--- config.mk ---
export PLATFORM = sky130hd
export DESIGN_NAME = fetch_stage_flat
export DESIGN_NICKNAME = d
export VERILOG_FILES = /design/src/rtl/fetch_stage_if.sv /design/src/rtl/fetch_stage.sv /design/src/flat_wrapper.sv
export SDC_FILE = /design/constraint.sdc
export NUM_CORES = 1
export LEC_CHECK = 0
export ABC_AREA = 1
export CORE_ASPECT_RATIO = 0.6
export CORE_UTILIZATION = 50
export DETAILED_ROUTE_END_ITERATION = 16
export GPL_TIMING_DRIVEN = 1
export PLACE_DENSITY_LB_ADDON = 0.1
export SYNTH_ARGS = -nofsm -noshare
export SYNTH_HDL_FRONTEND = slang
export SYNTH_SLANG_ARGS = --single-unit
export TNS_END_PERCENT = 5
--- constraint.sdc ---
create_clock -name clk -period 2.8 [get_ports clk]
set_input_delay 0.56 -clock clk [delete_from_list [all_inputs] [get_ports clk]]
set_output_delay 0.56 -clock clk [all_outputs]
set_load 0.005 [all_outputs]
--- src/rtl/fetch_stage_if.sv ---
// Decode-side handshake of the fetch stage: head instruction, its PC and valid,
// with decode's ready flowing back.
interface fetch_stage_if #(
  parameter int unsigned ADDR_W  = 8,
  parameter int unsigned INSTR_W = 32
);
  logic               if_valid;
  logic [INSTR_W-1:0] if_instr;
  logic [ADDR_W-1:0]  if_pc;
  logic               id_ready;

  modport master (
    output if_valid,
    output if_instr,
    output if_pc,
    input  id_ready
  );

  modport slave (
    input  if_valid,
    input  if_instr,
    input  if_pc,
    output id_ready
  );
endinterface

--- src/rtl/fetch_stage.sv ---
// Instruction-fetch front end: owns the PC, reads instruction memory and buffers
// {pc, instr} pairs in a 2-entry FIFO toward decode, with redirect flushing.
module fetch_stage #(
  parameter int unsigned ADDR_W   = 8,
  parameter int unsigned INSTR_W  = 32,
  parameter int unsigned RESET_PC = 0,
  parameter int unsigned PC_STEP  = 4
) (
  input  logic               clk,
  input  logic               rst,
  input  logic               fetch_en,
  output logic [ADDR_W-1:0]  imem_addr,
  input  logic [INSTR_W-1:0] imem_rdata,
  input  logic               redirect_valid,
  input  logic [ADDR_W-1:0]  redirect_pc,
  fetch_stage_if.master      dec,
  output logic [15:0]        fetch_count
);

  localparam logic [ADDR_W-1:0] RESET_PC_V = RESET_PC[ADDR_W-1:0];
  localparam logic [ADDR_W-1:0] PC_STEP_V  = PC_STEP[ADDR_W-1:0];

  logic [ADDR_W-1:0]  pc;
  logic [ADDR_W-1:0]  buf_pc    [2];
  logic [INSTR_W-1:0] buf_instr [2];
  logic               wr_ptr;
  logic               rd_ptr;
  logic [1:0]         count;
  logic               pop;
  logic               push;
  logic               unused_pc_bits;

  // Redirect targets are word aligned, so the low bits are ignored.
  assign unused_pc_bits = ^redirect_pc[1:0];

  assign imem_addr    = pc;
  assign dec.if_valid = (count != 2'd0);
  assign dec.if_instr = buf_instr[rd_ptr];
  assign dec.if_pc    = buf_pc[rd_ptr];

  assign pop  = dec.if_valid & dec.id_ready;
  // A full buffer can still accept when the head leaves in the same cycle.
  assign push = fetch_en & ~redirect_valid & ((count < 2'd2) | pop);

  always_ff @(posedge clk) begin
    if (rst) begin
      pc          <= RESET_PC_V;
      count       <= '0;
      wr_ptr      <= '0;
      rd_ptr      <= '0;
      fetch_count <= '0;
      for (int unsigned i = 0; i < 2; i++) begin
        buf_pc[i]    <= '0;
        buf_instr[i] <= '0;
      end
    end else if (redirect_valid) begin
      pc     <= {redirect_pc[ADDR_W-1:2], 2'b00};
      count  <= '0;
      wr_ptr <= '0;
      rd_ptr <= '0;
    end else begin
      if (push) begin
        buf_pc[wr_ptr]    <= pc;
        buf_instr[wr_ptr] <= imem_rdata;
        wr_ptr            <= ~wr_ptr;
        pc                <= pc + PC_STEP_V;
      end
      if (pop) begin
        rd_ptr <= ~rd_ptr;
        if (fetch_count != '1)
          fetch_count <= fetch_count + 16'd1;
      end
      case ({push, pop})
        2'b10:   count <= count + 2'd1;
        2'b01:   count <= count - 2'd1;
        default: count <= count;
      endcase
    end
  end

endmodule

--- src/flat_wrapper.sv ---
// flat-port wrapper written by rule: the top's interface ports become plain ports
module fetch_stage_flat 
#(
  parameter int unsigned ADDR_W   = 8,
  parameter int unsigned INSTR_W  = 32,
  parameter int unsigned RESET_PC = 0,
  parameter int unsigned PC_STEP  = 4
)
  (clk, rst, fetch_en, imem_addr, imem_rdata, redirect_valid, redirect_pc, fetch_count, dec_if_valid, dec_if_instr, dec_if_pc, dec_id_ready);
  fetch_stage_if #(.ADDR_W(ADDR_W), .INSTR_W(INSTR_W)) dec_i ();
  input  logic clk;
  input  logic rst;
  input  logic fetch_en;
  output logic [ADDR_W-1:0] imem_addr;
  input  logic [INSTR_W-1:0] imem_rdata;
  input  logic redirect_valid;
  input  logic [ADDR_W-1:0] redirect_pc;
  output logic [15:0] fetch_count;
  output wire logic [$bits(dec_i.if_valid)-1:0] dec_if_valid;
  output wire logic [$bits(dec_i.if_instr)-1:0] dec_if_instr;
  output wire logic [$bits(dec_i.if_pc)-1:0] dec_if_pc;
  input wire logic [$bits(dec_i.id_ready)-1:0] dec_id_ready;
  assign dec_if_valid = dec_i.if_valid;
  assign dec_if_instr = dec_i.if_instr;
  assign dec_if_pc = dec_i.if_pc;
  assign dec_i.id_ready = dec_id_ready;
  fetch_stage #(.ADDR_W(ADDR_W), .INSTR_W(INSTR_W), .RESET_PC(RESET_PC), .PC_STEP(PC_STEP)) u_core (.clk(clk), .rst(rst), .fetch_en(fetch_en), .imem_addr(imem_addr), .imem_rdata(imem_rdata), .redirect_valid(redirect_valid), .redirect_pc(redirect_pc), .dec(dec_i), .fetch_count(fetch_count));
endmodule
==> results of run 1 <==
==> cell usage in the layout (no fill, tap or decap), types with 5 or more instances in the layout <==
| master | synthesis | routed |
|---|---|---|
| nand3_1 | 15 | 15 |
| xor2_1 | 5 | 5 |
| clkbuf_1 | 2 | 5 |
| nand2_1 | 66 | 64 |
| buf_12 | 0 | 5 |
| nand3_2 | 5 | 5 |
| inv_1 | 66 | 66 |
| a21oi_1 | 16 | 16 |
| clkdlybuf4s50_1 | 0 | 103 |
| edfxtp_1 | 76 | 76 |
| clkbuf_16 | 0 | 9 |
| mux2_2 | 38 | 38 |
| nor2_2 | 8 | 8 |
| nand2_2 | 3 | 5 |
| o21ai_0 | 6 | 6 |
| dfxtp_1 | 27 | 26 |
| nor2_1 | 106 | 106 |
==> critical path: cells and delay by family, from the launching register on <==
family | cells | cell delay (ns)
DFF | 1 | 0.34
buffers and inverters | 2 | 0.71
muxes | 1 | 0.36
==> metrics by stage <==
step	setup WS [ns]	std cells	hold WS [ns]	cell area, sq um	utilization [%]
after global routing	0.400	723	0.506	6310	68.2
final	0.465	723	0.488	6310	68.2
after detailed placement	0.368	707	0.479	6020	65.1
after global placement	0.399	707	0.476	6020	65.1
after floorplan	0.298	486	0.459	4830	-
after CTS	0.444	723	0.487	6310	68.2
==> state kept, by name (all words and copies together) (netlist names), named ones only <==
| name | count |
|---|---|
| u_core.count | 2 |
| u_core.buf_instr | 64 |
| u_core.wr_ptr | 1 |
| u_core.fetch_count | 16 |
| u_core.buf_pc | 12 |
| u_core.imem_addr | 6 |
| u_core.rd_ptr | 1 |
==> layer usage <==
| metal | up-vias | wire length [um] |
|---|---|---|
| li1 | 1765 | - |
| met1 | 1627 | 5040 |
| met2 | 108 | 4370 |
| met3 | 10 | 788 |
| met4 | 0 | 115 |
| met5 | - | 0 |
==> cell families after synthesis <==
kind of cell,synth area share (%)
other,0.0778
muxes,8.88
AOI/OAI and AO/OA,3.14
adders and majority gates,0.779
DFF,58.6
buffers and inverters,8.33
xor gates and xnor gates,1.09
and+or+nand+nor,19.1
==> worst max path at each step <==
stage,startpoint,end,slack [ns],cells past startpoint
2_1_floorplan,dec_id_ready,u_core.buf_instr[1][0],0.30,8
4_1_cts,flop,dec_if_pc[3],0.44,3
3_3_place_gp,redirect_valid,u_core.buf_instr[1][18],0.40,7
3_5_place_dp,redirect_valid,u_core.buf_instr[1][18],0.37,7
6_report,flop,dec_if_pc[3],0.46,3
5_1_grt,flop,dec_if_pc[3],0.40,3
==> area by class of cell <==
type                       count  area (sq um)  area share, %
clock buffer                  15           258           4.08
timing repair buffer         112          1160           18.4
tap                          130           163           2.58
sequential                   103          2820           44.8
multi-input combinational    292          1610           25.5
inverter                      70           263           4.16
clock inverter                 1          30.0          0.476
==> power breakdown <==
part | leakage, nW | internal, mW | switching, mW
Clock | 0.138 | 0.720 | 0.510
Sequential | 1.02 | 1.70 | 0.0230
Combinational | 1.43 | 0.198 | 0.155
Total | 2.58 | 2.62 | 0.688
==> flow_metrics.py, run 1 <==
metrics = {
    "run_status": {
        "outcome": "complete, no violations",
    },
    "worst_setup_path": {
        "crit_path_cell_trace": "buf_12 > mux2_2 > clkdlybuf4s50_1",
        "reg2reg_to": "u_core.fetch_count[13]",
        "rrSetupSlack_ns": 0.97,
        "slowest_delay_ns": 0.48,
        "cp-end-kind": "primary output",
        "reg2reg_from": "u_core.fetch_count[0]",
        "worstPathMaxFanout": 38,
        "required_ns": 2.24,
        "critPathSlowestCell": "clkdlybuf4s50_1",
        "startpoint_type": "flop",
        "arrival_ns": 1.78,
        "r2r_cells": 11,
        "critical_path_class": "flop to primary output",
    },
    "global_routing": {
        "met2_usage_pct": 31.6,
        "busiest_layer": "met1",
        "grt-ovfl-total": 0,
        "antenna_found_initial": 0,
        "grt_max_degree": 39,
        "track_usage_pct": 21.9,
        "grt_pass1_wl_um": 16400,
        "first_global_vias": 3250,
        "use_met3_pct": 6.20,
        "use_met1_pct": 32.0,
    },
    "synth": {
        "synth-seq-area-share_pct": 58.6,
        "synth_warnings": 0,
        "synthTopCellsByArea": "edfxtp_1 47%, dfxtp_1 11%, mux2_2 8.9%",
        "avgSynthCellArea_sq_um": 9.98,
        "synth_seq_cells": 103,
        "synth_common_cells": "106 x nor2_1, 76 x edfxtp_1, 66 x inv_1, 66 x nand2_1, 38 x mux2_2",
        "synth.most_common_cell": "nor2_1",
        "synth_ff_type": "edfxtp_1",
        "syn_area_sq_um": 4820,
        "syn_inst": 483,
        "synth_top_area_share_pct": 47.4,
        "yosysTopAreaCell": "edfxtp_1",
        "synth-edff-count": 76,
        "synth.distinct_cells": 31,
        "async_flop_share_pct": 0,
    },
    "timing": {
        "setup_viol": 0,
        "relSlewSlack_pct": 55.0,
        "worst_pin_slew_ns": 0.668,
        "fmax_mhz": 428,
        "layout_min_cycle_time_ns": 2.34,
        "final_hold_viol_count": 0,
        "rsz0062_at_grt": "false",
        "finalMaxSlewViolations": 0,
        "finalCritPeriodShare_pct": 83.4,
        "setup_tns_ns": 0,
        "clock_skew_ns": 0.00706,
    },
    "pwr": {
        "finalPower_mw": 3.31,
        "p_leak_nw": 2.58,
        "cellPowerDensity_nw_per_um2": 524,
        "ir_drop_uv": 364,
    },
    "placed_design": {
        "dp_hpwl_um": 6820,
        "numPortBuffers": 103,
        "finalWeightedCongestion": 0.817,
    },
    "clocking": {
        "post-cts-setup-buffer-count": 0,
        "htreeDepth": 3,
        "path_clk_slew_ns": 0.06,
        "cts_hold_buffers": 0,
        "clock_latency_ns": 0.35,
        "numCtsBuffers": 9,
        "root_buffer": "clkbuf_16",
        "clock_sinks": 103,
        "clockBufferDepth": 2,
        "cts_tree": "built",
        "cts_resized": 0,
    },
    "final_layout": {
        "area_delta_synth_final_pct": 30.9,
        "fin_nets": 636,
        "layout-drive-gt1-share_pct": 13.7,
        "fillers": 740,
        "diodes": 0,
    },
    "detailed_routing": {
        "via_count": 3510,
        "drt_iter0_markers": 266,
        "avgViaCountPerCell": 4.85,
        "final_antenna_net_count": 0,
        "routedWlPerCell_um": 14.3,
        "drc": 0,
        "wl_um": 10300,
        "first_pass_iters": 4,
    },
    "die": {
        "fp.dieArea_sq_um": 10000,
        "row_count": 27,
        "die_x_um": 129,
        "ios": 110,
        "die_h_um": 78.1,
        "start_util_pct": 52.1,
        "fp.coreArea_sq_um": 9260,
    },
    "worst_hold_path": {
        "hold_class": "flop to flop",
        "min_from": "u_core.wr_ptr",
        "holdPathEnd": "u_core.wr_ptr",
        "worst_hold_path.num_cells": 2,
    },
    "run": {
        "cap_violations": 0,
    },
}
(Power assumes the default switching activity.)
==> run 2, diff against run 1 <==
--- a/config.mk
+++ b/config.mk
@@ -7,7 +7,7 @@
 export LEC_CHECK = 0
 export ABC_AREA = 1
 export CORE_ASPECT_RATIO = 0.6
-export CORE_UTILIZATION = 50
+export CORE_UTILIZATION = 45
 export DETAILED_ROUTE_END_ITERATION = 16
 export GPL_TIMING_DRIVEN = 1
 export PLACE_DENSITY_LB_ADDON = 0.1
==> constraint.sdc (replaced) <==
create_clock -name clk -period 2 [get_ports clk]
set_input_delay 0.4 -clock clk [delete_from_list [all_inputs] [get_ports clk]]
set_output_delay 0.4 -clock clk [all_outputs]
set_load 0.005 [all_outputs]
==> run 2 against run 1 <==
Compared with the run above: sequential cell count unchanged; largest power group unchanged; first-iteration DRC count down 22%; cell count up 3.2%; combinational power up 41%; register-to-register slack worse by 0.68 ns; count of clock-buffer cells in the layout down 6; sequential power up 40%.
==> flow_metrics.py, run 2 (synthesis gave the netlist of run 1 again) <==
metrics = {
    "run_status": {
        "outcome": "complete, no violations",
    },
    "worst_setup_path": {
        "r2r_cells": 9,
        "arrival_ns": 1.60,
        "worstPathMaxFanout": 17,
        "required_ns": 1.60,
        "reg2reg_from": "u_core.fetch_count[0]",
        "critical_path_class": "flop to primary output",
        "cp-end-kind": "primary output",
        "rrSetupSlack_ns": 0.29,
        "startpoint_type": "flop",
    },
    "timing": {
        "layout_min_cycle_time_ns": 2.00,
        "final_hold_viol_count": 0,
        "worst_pin_slew_ns": 0.558,
        "finalCritPeriodShare_pct": 99.8,
        "relSlewSlack_pct": 62.7,
        "finalMaxSlewViolations": 0,
        "setup_viol": 0,
        "fmax_mhz": 501,
        "clock_skew_ns": 0.00426,
        "rsz0062_at_grt": "true",
    },
    "detailed_routing": {
        "final_antenna_net_count": 0,
        "via_count": 3597,
        "first_pass_iters": 4,
        "drt_iter0_markers": 207,
        "wl_um": 10600,
        "avgViaCountPerCell": 4.82,
        "routedWlPerCell_um": 14.2,
        "drc": 0,
    },
    "final_layout": {
        "largest_reg_flops": 64,
        "mostFrequentLayoutCell": "nor2_1",
        "diodes": 0,
        "fin_util_pct": 64.8,
        "layout-drive-gt1-share_pct": 16.9,
        "fin_nets": 654,
        "area_delta_synth_final_pct": 36.1,
        "top_register": "u_core.buf_instr",
        "largestRegisters": "u_core.buf_instr: 64 flops, u_core.fetch_count: 16 flops, u_core.buf_pc: 12 flops",
        "final_cell_mix": "106 x nor2_1, 76 x edfxtp_1, 66 x inv_1",
        "final_cells": 746,
    },
    "global_routing": {
        "first_global_vias": 3353,
        "track_usage_pct": 19.6,
        "grt-ovfl-total": 0,
        "grt_max_degree": 22,
        "grt_pass1_wl_um": 16200,
        "antenna_found_initial": 0,
    },
    "clocking": {
        "clock_latency_ns": 0.33,
        "clock_sinks": 103,
        "root_buffer": "clkbuf_16",
        "clockBufferDepth": 2,
        "cts_tree": "built",
        "cts_hold_buffers": 0,
        "htreeDepth": 3,
        "path_clk_slew_ns": 0.06,
        "numCtsBuffers": 9,
    },
    "placed_design": {
        "dp_hpwl_um": 7430,
        "dp.cells": 727,
        "finalWeightedCongestion": 0.848,
        "numPortBuffers": 103,
    },
    "worst_hold_path": {
        "min_from": "u_core.wr_ptr",
        "hold_class": "flop to flop",
        "worst_hold_path.num_cells": 2,
    },
    "die": {
        "ios": 110,
        "start_util_pct": 47.6,
        "fp.dieArea_sq_um": 11100,
        "row_count": 28,
        "fp.coreArea_sq_um": 10100,
        "die_h_um": 82.2,
        "die_x_um": 136,
    },
    "pwr": {
        "finalPower_mw": 4.72,
        "cellPowerDensity_nw_per_um2": 719,
        "p_leak_nw": 2.84,
        "p_clk_share_pct": 38.2,
        "switching_share_pct": 20.6,
        "ir_drop_uv": 454,
        "p_switching_uw": 972,
        "pwr-share-seq_pct": 51.2,
        "combPwrFrac_pct": 10.5,
        "power.internal_mw": 3.74,
    },
    "run": {
        "cap_violations": 0,
    },
}
run 2: changes by cell type in the layout (fill, tap and decap cells not counted), moves of 3 or more:
cell / previous run / this run
clkbuf_1: 5 / 0
dlymetal6s2s_1: 0 / 3
mux2_4: 0 / 4
buf_4: 4 / 16
mux2_2: 38 / 34
clkdlybuf4s15_1: 0 / 7
buf_12: 5 / 10
dlygate4sd2_1: 0 / 28
clkinv_1: 2 / 5
clkdlybuf4s50_1: 103 / 65
run 2: path summary, 6_finish.rpt:
check                                end
hold / removal             u_core.wr_ptr
setup reg to reg  u_core.fetch_count[13]
setup / recovery         dec_if_instr[7]
hold reg to reg            u_core.wr_ptr
run 2: power groups by stage:
stage,combinational [mW],sequential [mW],clock (mW)
2_1_floorplan,0.213,2.46,0
3_3_place_gp,0.522,2.46,0
3_5_place_dp,0.527,2.47,0
4_1_cts,0.495,2.42,1.84
5_1_grt,0.543,2.42,1.93
6_report,0.496,2.42,1.80
run 2: area by class of cell:
type | count | area (sq um)
fillers | 832 | 3560
flip-flops and latches | 103 | 2830
clock inverters | 7 | 87.6
multi-input cells | 292 | 1640
repair buffers | 130 | 1350
clock buffers | 9 | 225
inverters | 70 | 263
well taps | 135 | 169
run 2: per-layer routing:
metal	global-route usage, %	wire [um]	up-vias
met5	0	0	-
met4	4.72	38	0
met3	4.64	715	4
met2	30.1	4710	119
met1	28.1	5130	1669
li1	-	-	1805
run 2: metrics by stage:
step | setup TNS [ns] | area [sq um] | worst slack, ns | hold WS (ns)
global route | -0.636 | 6560 | -0.0532 | 0.532
floorplan | -0.417 | 4830 | -0.0110 | 0.459
detailed placement | -1.17 | 6200 | -0.106 | 0.502
CTS | -0.341 | 6490 | -0.128 | 0.514
finish | 0 | 6560 | 0.00385 | 0.503
global placement | -0.237 | 6200 | -0.0375 | 0.483
run 2: repair_timing:
item / in CTS / in global routing
buffers inserted: 0 / 2
cloned: 0 / 1
endpoints found under the hold margin: 0 / 0
resized for setup: 41 / 13
setup endpoints to repair: 39 / 3
run 2: critical path, cell delays in order, from the launching register on:
cell,delay (ns)
dfxtp_4,0.36
buf_4,0.12
buf_12,0.15
mux2_2,0.36
dlygate4sd2_1,0.27
==> run 3, diff against run 2 <==
--- a/config.mk
+++ b/config.mk
@@ -10,6 +10,7 @@
 export CORE_UTILIZATION = 45
 export DETAILED_ROUTE_END_ITERATION = 16
 export GPL_TIMING_DRIVEN = 1
+export MAX_ROUTING_LAYER = met4
 export PLACE_DENSITY_LB_ADDON = 0.1
 export SYNTH_ARGS = -nofsm -noshare
 export SYNTH_HDL_FRONTEND = slang
==> run 3 against run 2 <==
Compared with the run above: die area unchanged; critical path depth unchanged; hold slack about the same; total power about the same.
==> flow_metrics.py, run 3 (synthesis gave the netlist of run 1 again) <==
metrics = {
    "die": {
        "fp.coreArea_sq_um": 10100,
        "die_h_um": 82.2,
        "ios": 110,
        "fp.dieArea_sq_um": 11100,
        "row_count": 28,
        "start_util_pct": 47.6,
        "die_x_um": 136,
    },
    "placed_design": {
        "place_ws_ns": -0.106,
        "dp_hpwl_um": 7430,
        "finalWeightedCongestion": 0.861,
        "numPortBuffers": 103,
    },
    "worst_setup_path": {
        "startpoint_type": "flop",
        "worstPathMaxFanout": 17,
        "required_ns": 1.60,
        "cp-end-kind": "primary output",
        "slowest_delay_ns": 0.36,
        "crit_buf_inv": 3,
        "crit_path_cell_trace": "buf_4 > buf_12 > mux2_2 > dlygate4sd2_1",
        "critPathSlowestCell": "dfxtp_4",
        "critical_path_class": "flop to primary output",
        "arrival_ns": 1.60,
        "crit_family": "buffers and inverters",
    },
    "clocking": {
        "cts_hold_buffers": 0,
        "cts_tree": "built",
        "clock_latency_ns": 0.33,
        "clock_sinks": 103,
        "root_buffer": "clkbuf_16",
        "path_clk_slew_ns": 0.06,
        "numCtsBuffers": 9,
        "clockBufferDepth": 2,
        "htreeDepth": 3,
    },
    "timing": {
        "fmax_mhz": 501,
        "finalCritPeriodShare_pct": 99.9,
        "setup_viol": 0,
        "worst_pin_slew_ns": 0.558,
        "layout_min_cycle_time_ns": 2.00,
        "clock_skew_ns": 0.00444,
        "finalMaxSlewViolations": 0,
        "final_hold_viol_count": 0,
        "setup_slack_ns": 0.00266,
        "relSlewSlack_pct": 62.7,
        "setup_tns_ns": 0,
        "rsz0062_at_grt": "true",
    },
    "detailed_routing": {
        "drt_iter0_markers": 207,
        "drc": 0,
        "avgViaCountPerCell": 4.83,
        "wl_um": 10600,
        "routedWlPerCell_um": 14.2,
        "final_antenna_net_count": 0,
        "first_pass_iters": 4,
        "via_count": 3602,
    },
    "pwr": {
        "finalPower_mw": 4.72,
        "ir_drop_uv": 455,
        "cellPowerDensity_nw_per_um2": 719,
        "p_leak_nw": 2.84,
    },
    "global_routing": {
        "grt_pass1_wl_um": 16200,
        "antenna_found_initial": 0,
        "grt_max_degree": 22,
        "grt-ovfl-total": 0,
        "first_global_vias": 3355,
        "track_usage_pct": 20.2,
    },
    "final_layout": {
        "layout-drive-gt1-share_pct": 16.9,
        "largestRegisters": "u_core.buf_instr: 64 flops, u_core.fetch_count: 16 flops, u_core.buf_pc: 12 flops",
        "area_delta_synth_final_pct": 36.1,
        "largest_reg_flops": 64,
        "top_register": "u_core.buf_instr",
        "diodes": 0,
        "fin_nets": 654,
        "mostFrequentLayoutCell": "nor2_1",
        "final_cell_mix": "106 x nor2_1, 76 x edfxtp_1, 66 x inv_1",
    },
    "worst_hold_path": {
        "hold_class": "flop to flop",
    },
    "run_status": {
        "outcome": "complete, no violations",
    },
    "run": {
        "cap_violations": 0,
    },
}
run 3: cell counts in the layout (fill, tap and decap cells not counted):
No cell type changed its count.
run 3: area by class of cell:
type                       instances  area, sq um
sequential                       103         2830
timing repair buffer             130         1350
fill                             832         3560
inverter                          70          263
multi-input combinational        292         1640
clock buffer                       9          225
tap                              135          169
clock inverter                     7         87.6
run 3: path summary, 6_finish.rpt:
path | start | endpoint | slack [ns] | depth (start not counted)
max | flop | dec_if_instr[7] | 0.003 | 4
min | u_core.wr_ptr | u_core.wr_ptr | 0.50 | 2
max reg2reg | u_core.fetch_count[0] | u_core.fetch_count[13] | 0.29 | 9
min reg2reg | u_core.wr_ptr | u_core.wr_ptr | 0.50 | 2
run 3: power breakdown:
group / switching [mW] / internal [mW]
Combinational: 0.222 / 0.275
Sequential: 0.0324 / 2.38
Clock: 0.719 / 1.09
Total: 0.974 / 3.74
run 3: worst register-to-register path: cells and delay by family (launching register included):
family        cells  cell delay, ns
simple gates      8            1.02
fa+ha+maj         1            0.25
flops             1            0.35
run 3: per-layer routing:
layer	share of wire (%)	routed length, um	vias to the layer above	global-route usage (%)
li1	-	-	1805	-
met1	49	5220	1676	28.3
met2	44	4670	115	30.1
met3	6.4	675	6	4.27
met4	0.41	44	0	4.72
met5	0	0	-	-
run 3: repair_timing:
action / in CTS / in global routing
setup endpoints to repair: 39 / 3
cloned: 0 / 1
buffers inserted: 0 / 2
pin swaps: 0 / 0
gates resized for setup: 41 / 13
run 3: through the flow:
| step | cells | hold slack (ns) | util, % | area [sq um] |
|---|---|---|---|---|
| floorplan | 486 | 0.459 | - | 4830 |
| global placement | 727 | 0.483 | 61.2 | 6200 |
| detailed placement | 727 | 0.502 | 61.2 | 6200 |
| CTS | 743 | 0.514 | 64.1 | 6490 |
| global route | 746 | 0.532 | 64.8 | 6560 |
| finish | 746 | 0.503 | 64.8 | 6560 |
==> RTL change 1, RTL diff (config.mk and constraints of run 1) <==
`ADDR_W` is set to 8 in 3 places; all go to 9.
--- a/src/rtl/fetch_stage_if.sv
+++ b/src/rtl/fetch_stage_if.sv
@@ -1,7 +1,7 @@
 // Decode-side handshake of the fetch stage: head instruction, its PC and valid,
 // with decode's ready flowing back.
 interface fetch_stage_if #(
-  parameter int unsigned ADDR_W  = 8,
+  parameter int unsigned ADDR_W  = 9,
   parameter int unsigned INSTR_W = 32
 );
   logic               if_valid;
--- a/src/rtl/fetch_stage.sv
+++ b/src/rtl/fetch_stage.sv
@@ -1,7 +1,7 @@
 // Instruction-fetch front end: owns the PC, reads instruction memory and buffers
 // {pc, instr} pairs in a 2-entry FIFO toward decode, with redirect flushing.
 module fetch_stage #(
-  parameter int unsigned ADDR_W   = 8,
+  parameter int unsigned ADDR_W   = 9,
   parameter int unsigned INSTR_W  = 32,
   parameter int unsigned RESET_PC = 0,
   parameter int unsigned PC_STEP  = 4
--- a/src/flat_wrapper.sv
+++ b/src/flat_wrapper.sv
@@ -1,7 +1,7 @@
 // flat-port wrapper written by rule: the top's interface ports become plain ports
 module fetch_stage_flat 
 #(
-  parameter int unsigned ADDR_W   = 8,
+  parameter int unsigned ADDR_W   = 9,
   parameter int unsigned INSTR_W  = 32,
   parameter int unsigned RESET_PC = 0,
   parameter int unsigned PC_STEP  = 4
Interface: changed (resized dec_if_pc, imem_addr and redirect_pc); port bits go from 110 to 113. No check against the original RTL was run, so the function may have changed too.
==> RTL change 1 against run 1 <==
Sequential cell count is 3 higher; first-iteration DRC count is 27% lower; wire length is 2.3% higher; setup slack better by 5.5 ps; total power is 3.1% higher; critical endpoint is now dec_if_instr[0]; critical path depth stayed put; area after synthesis is 5.2% higher; cell area is 4.3% higher; largest cell class unchanged; highest routed layer unchanged; cell count is 3.2% higher.
==> RTL change 1: results (changes against run 1) <==
[outcome]
outcome=finished clean  ; unchanged

[placed_design]
port_buffers=106  ; was 103
pre_cts_ws_ps=493  ; was 368 ps
postPlaceCellArea_sq_mm=0.00628  ; was 0.00602 sq mm
post-dp-hpwl_um=7130  ; was 6820 um
place_congestion=0.815  ; was 0.817
dp_cells=730  ; was 707

[clock_tree]
clk_latency_ps=340
cts_buffer_depth=2  ; unchanged
cts.repair.resized=0  ; unchanged
cts_buffers=9  ; unchanged
clk_pin_slew_ps=70

[global_route]
track_usage_pct=20.1  ; was 21.9%
use_met2_pct=31.9  ; was 31.6%
grt_pass1_vias=3343  ; was 3250
grt_use_met1_pct=27.5  ; was 32.0%
gr-total-overflow=0  ; unchanged
grt_max_degree=40  ; was 39
grt_pass1_wl_um=16200  ; was 16400 um
antenna_found_initial=0  ; unchanged
use_met3_pct=5.02  ; was 6.20%

[synthesis]
yosysSeqAreaShare_pct=57.2  ; was 58.6%
ys_warn_count=0  ; unchanged
synth_compound_area_share_pct=3.01  ; was 3.14%
synth_xor_area_share_pct=0.864  ; was 1.09%
ys_types=31  ; unchanged
netlist_top_cells_count=nor2_1, edfxtp_1, nand2_1, inv_1, mux2_2  ; was nor2_1, edfxtp_1, inv_1, nand2_1, mux2_2
synthMuxAreaShare_pct=8.66  ; was 8.88%
synth-main-ff-cell=edfxtp_1  ; unchanged
postSynthAreaPerCell_sq_um=10.2  ; was 9.98 sq um
synth_area_leaders=edfxtp_1, dfxtp_1, mux2_2  ; unchanged
synth_fa_ha_area_share_pct=0.740  ; was 0.779%
synth_edf_count=78  ; was 76
synthArstFlopShare_pct=0  ; unchanged

[worst_setup_path]
path_max_fanout=39  ; was 38
critPathMaxStageDelay_ps=470
cp_top_family=buffers and inverters  ; unchanged
critical_path_arrival_ps=1770
critPathSlowestCell=clkdlybuf4s50_1  ; unchanged

[pwr]
p_leak_nw=2.61  ; was 2.58 nW
peakVddDrop_uv=327  ; was 364 uV

[drt]
drtPass1Iterations=7  ; was 4
wirelength_um=10600  ; was 10300 um
wl_per_cell_um=14.2  ; was 14.3 um
drt-initial-drc-count=193  ; was 266
vias_per_cell=4.91  ; was 4.85
wl_met1_um=5020  ; was 5040 um
dr_wl_met3_um=667  ; was 788 um
top_layer=met4  ; unchanged
wl_met2_um=4760  ; was 4370 um

[final_layout]
drive_gt1_share_pct=17.2  ; was 13.7%
fin_nets=655  ; was 636
diodes=0  ; unchanged
largestRegisters=u_core.buf_instr: 64 flops, u_core.fetch_count: 16 flops, u_core.buf_pc: 14 flops  ; was u_core.buf_instr: 64 flops, u_core.fetch_count: 16 flops, u_core.buf_pc: 12 flops

[worst_hold_path]
min_path_type=flip-flop to flip-flop  ; unchanged

[sta]
skew_ps=3.07  ; was 7.06 ps

-- RTL change 1: changes by cell type in the layout (fill, tap and decap cells not counted), sizes merged, moves of 3 or more --
cell,before,now
nor2,114,119
nand2,69,76
clkbuf,15,10
nand3,21,24
clkdlybuf4s50,103,106
-- RTL change 1: area by class of cell --
class                      count  area (sq um)
fill                         784          3260
sequential                   106          2900
multi-input combinational    305          1770
timing repair buffer         115          1180
inverter                      69           259
clock buffer                  10           229
tap                          135           169
clock inverter                 6          66.3
-- RTL change 1: worst paths after layout --
path	end	depth (start not counted)	slack, ps	from
min reg2reg	flip-flop	2	490	u_core.rd_ptr
min	flip-flop	2	490	u_core.rd_ptr
max reg2reg	u_core.fetch_count[14]	10	1010	u_core.fetch_count[0]
max	dec_if_instr[0]	3	470	flip-flop
-- RTL change 1: where the power goes --
part | switching (mW) | internal, mW | total (mW)
Sequential | 0.0261 | 1.75 | 1.78
Clock | 0.553 | 0.695 | 1.25
Combinational | 0.172 | 0.212 | 0.384
==> RTL change 2, RTL diff (config.mk and constraints of run 1) <==
Without the edit above. Register the output `fetch_count` once more, cleared by the reset; this adds one clock of latency there. The other outputs are not delayed to match.
--- a/src/rtl/fetch_stage.sv
+++ b/src/rtl/fetch_stage.sv
@@ -19,6 +19,8 @@
 
   localparam logic [ADDR_W-1:0] RESET_PC_V = RESET_PC[ADDR_W-1:0];
   localparam logic [ADDR_W-1:0] PC_STEP_V  = PC_STEP[ADDR_W-1:0];
+
+  logic [15:0] fetch_count_s0;
 
   logic [ADDR_W-1:0]  pc;
   logic [ADDR_W-1:0]  buf_pc    [2];
@@ -48,7 +50,7 @@
       count       <= '0;
       wr_ptr      <= '0;
       rd_ptr      <= '0;
-      fetch_count <= '0;
+      fetch_count_s0 <= '0;
       for (int unsigned i = 0; i < 2; i++) begin
         buf_pc[i]    <= '0;
         buf_instr[i] <= '0;
@@ -67,8 +69,8 @@
       end
       if (pop) begin
         rd_ptr <= ~rd_ptr;
-        if (fetch_count != '1)
-          fetch_count <= fetch_count + 16'd1;
+        if (fetch_count_s0 != '1)
+          fetch_count_s0 <= fetch_count_s0 + 16'd1;
       end
       case ({push, pop})
         2'b10:   count <= count + 2'd1;
@@ -78,5 +80,13 @@
     end
   end
 
+  always_ff @(posedge clk) begin
+    if (rst) begin
+      fetch_count <= '0;
+    end else begin
+      fetch_count <= fetch_count_s0;
+    end
+  end
+
 endmodule
 
Formal check against the unedited RTL: not equivalent (Yosys sat finds a counterexample within 4 cycles, from zero or initial values and one cycle with rst high).
==> RTL change 2 against run 1 <==
Synthesized cell count increased by 11%; wire length is 15% higher; cell area grew 13%; area after synthesis is 11% higher; clock skew decreased by 1.4 ps; sequential cell count is 16 higher; maximum frequency down 2.6%; total power up 41%; setup slack worse by 63 ps; largest power group is now clock.
==> RTL change 2: results (changes against run 1) <==
[sta]
worst_hold_slack_ps=484  ; was 488 ps
max_freq_ghz=0.417  ; was 0.428 GHz
tightestPinTransition_ps=719  ; was 668 ps
skew_ps=5.70  ; was 7.06 ps

[global_route]
grt_pass1_vias=3749  ; was 3250
antenna_found_initial=0  ; unchanged
grt_pass1_wl_um=18400  ; was 16400 um
track_usage_pct=22.5  ; was 21.9%

[final_layout]
largestRegisters=u_core.buf_instr: 64 flops, u_core.fetch_count: 16 flops, u_core.fetch_count_s0: 16 flops  ; was u_core.buf_instr: 64 flops, u_core.fetch_count: 16 flops, u_core.buf_pc: 12 flops
post-route-util_pct=70.6  ; was 68.2%
drive_gt1_share_pct=18.4  ; was 13.7%
fin_nets=693  ; was 636
fillers=767  ; was 740

[clock_tree]
cts_buffers=17  ; was 9
clk_pin_slew_ps=50
postCtsSetupRepairBufs=0  ; unchanged
cts.repair.resized=0  ; unchanged
htree_num_levels=4  ; was 3
clk_latency_ps=410  ; was 350 ps
root_buffer=clkbuf_16  ; unchanged

[worst_setup_path]
r2r-end=u_core.fetch_count_s0[15]  ; was u_core.fetch_count[13]
reg2reg_from=u_core.fetch_count_s0[0]  ; was u_core.fetch_count[0]
rrSetupSlack_ps=920  ; was 970 ps
critical_path_arrival_ps=1840  ; was 1780 ps
path_max_fanout=38  ; unchanged
worst-r2r-cell-count=9  ; was 11
crit_path_end=dec_if_pc[6]  ; was dec_if_pc[3]

[worst_hold_path]
hold_start=u_core.fetch_count_s0[15]  ; was u_core.wr_ptr
hold_path_depth=2  ; unchanged
hold-path-endpoint=u_core.fetch_count[15]  ; was u_core.wr_ptr

[synthesis]
synth_area_leaders=edfxtp_1, dfxtp_1, mux2_2  ; unchanged
synth-main-ff-cell=edfxtp_1  ; unchanged
postSynthAreaPerCell_sq_um=10.0  ; was 9.98 sq um
ys_types=34  ; was 31
yosysSeqAreaShare_pct=58.7  ; was 58.6%
ys_warn_count=0  ; unchanged
netlist_top_cells_count=nor2_1, edfxtp_1, inv_1, nand2_1, dfxtp_1  ; was nor2_1, edfxtp_1, inv_1, nand2_1, mux2_2
synthArstFlopShare_pct=0  ; unchanged

[drt]
drt-initial-drc-count=286  ; was 266
vias=3961  ; was 3510
wl_per_cell_um=14.9  ; was 14.3 um
drtPass1Iterations=4  ; unchanged
vias_per_cell=4.99  ; was 4.85

[placed_design]
dp_cells=761  ; was 707
post-dp-hpwl_um=7640  ; was 6820 um
pre_cts_ws_ps=308  ; was 368 ps
postPlaceCellArea_sq_mm=0.00652  ; was 0.00602 sq mm
place_congestion=0.901  ; was 0.817

[outcome]
outcome=finished clean  ; unchanged

[pwr]
power_density_mw_per_mm2=655  ; was 524 mW/mm^2
peakVddDrop_uv=542  ; was 364 uV
intPower_mw=3.71  ; was 2.62 mW
combPwrFrac_pct=7.9  ; was 10.6%
p_leak_nw=2.92  ; was 2.58 nW
clockPowerShare_pct=50.1  ; was 37.2%

RTL change 2: kinds of logic (layout without fill, tap and decap cells):
| kind of cell | count (synthesis) | in the layout | synth area share, % |
|---|---|---|---|
| fa+ha+maj | 3 | 3 | 0.702 |
| flops | 119 | 119 | 58.7 |
| compound gates | 19 | 19 | 2.10 |
| simple gates | 249 | 249 | 20.8 |
| other cells | 1 | 4 | 0.0701 |
| buf+inv | 99 | 220 | 8.63 |
| xor+xnor | 6 | 6 | 0.982 |
| mux | 38 | 38 | 8.00 |
RTL change 2: area by class of cell:
cell class	instances	share of cell area, %
clock buffer	18	6.00
clock inverter	14	2.89
inverter	75	3.97
multi-input combinational	319	24.6
sequential	119	44.0
tap	135	2.36
timing repair buffer	113	16.2
RTL change 2: layer usage:
metal	wire (um)	vias to the layer above	share of wire, %	global-route usage [%]
met4	149	0	1.3	10.2
li1	-	1932	-	-
met5	0	-	0	0
met3	926	16	7.8	7.02
met1	5680	1859	48	31.2
met2	5060	154	43	32.1
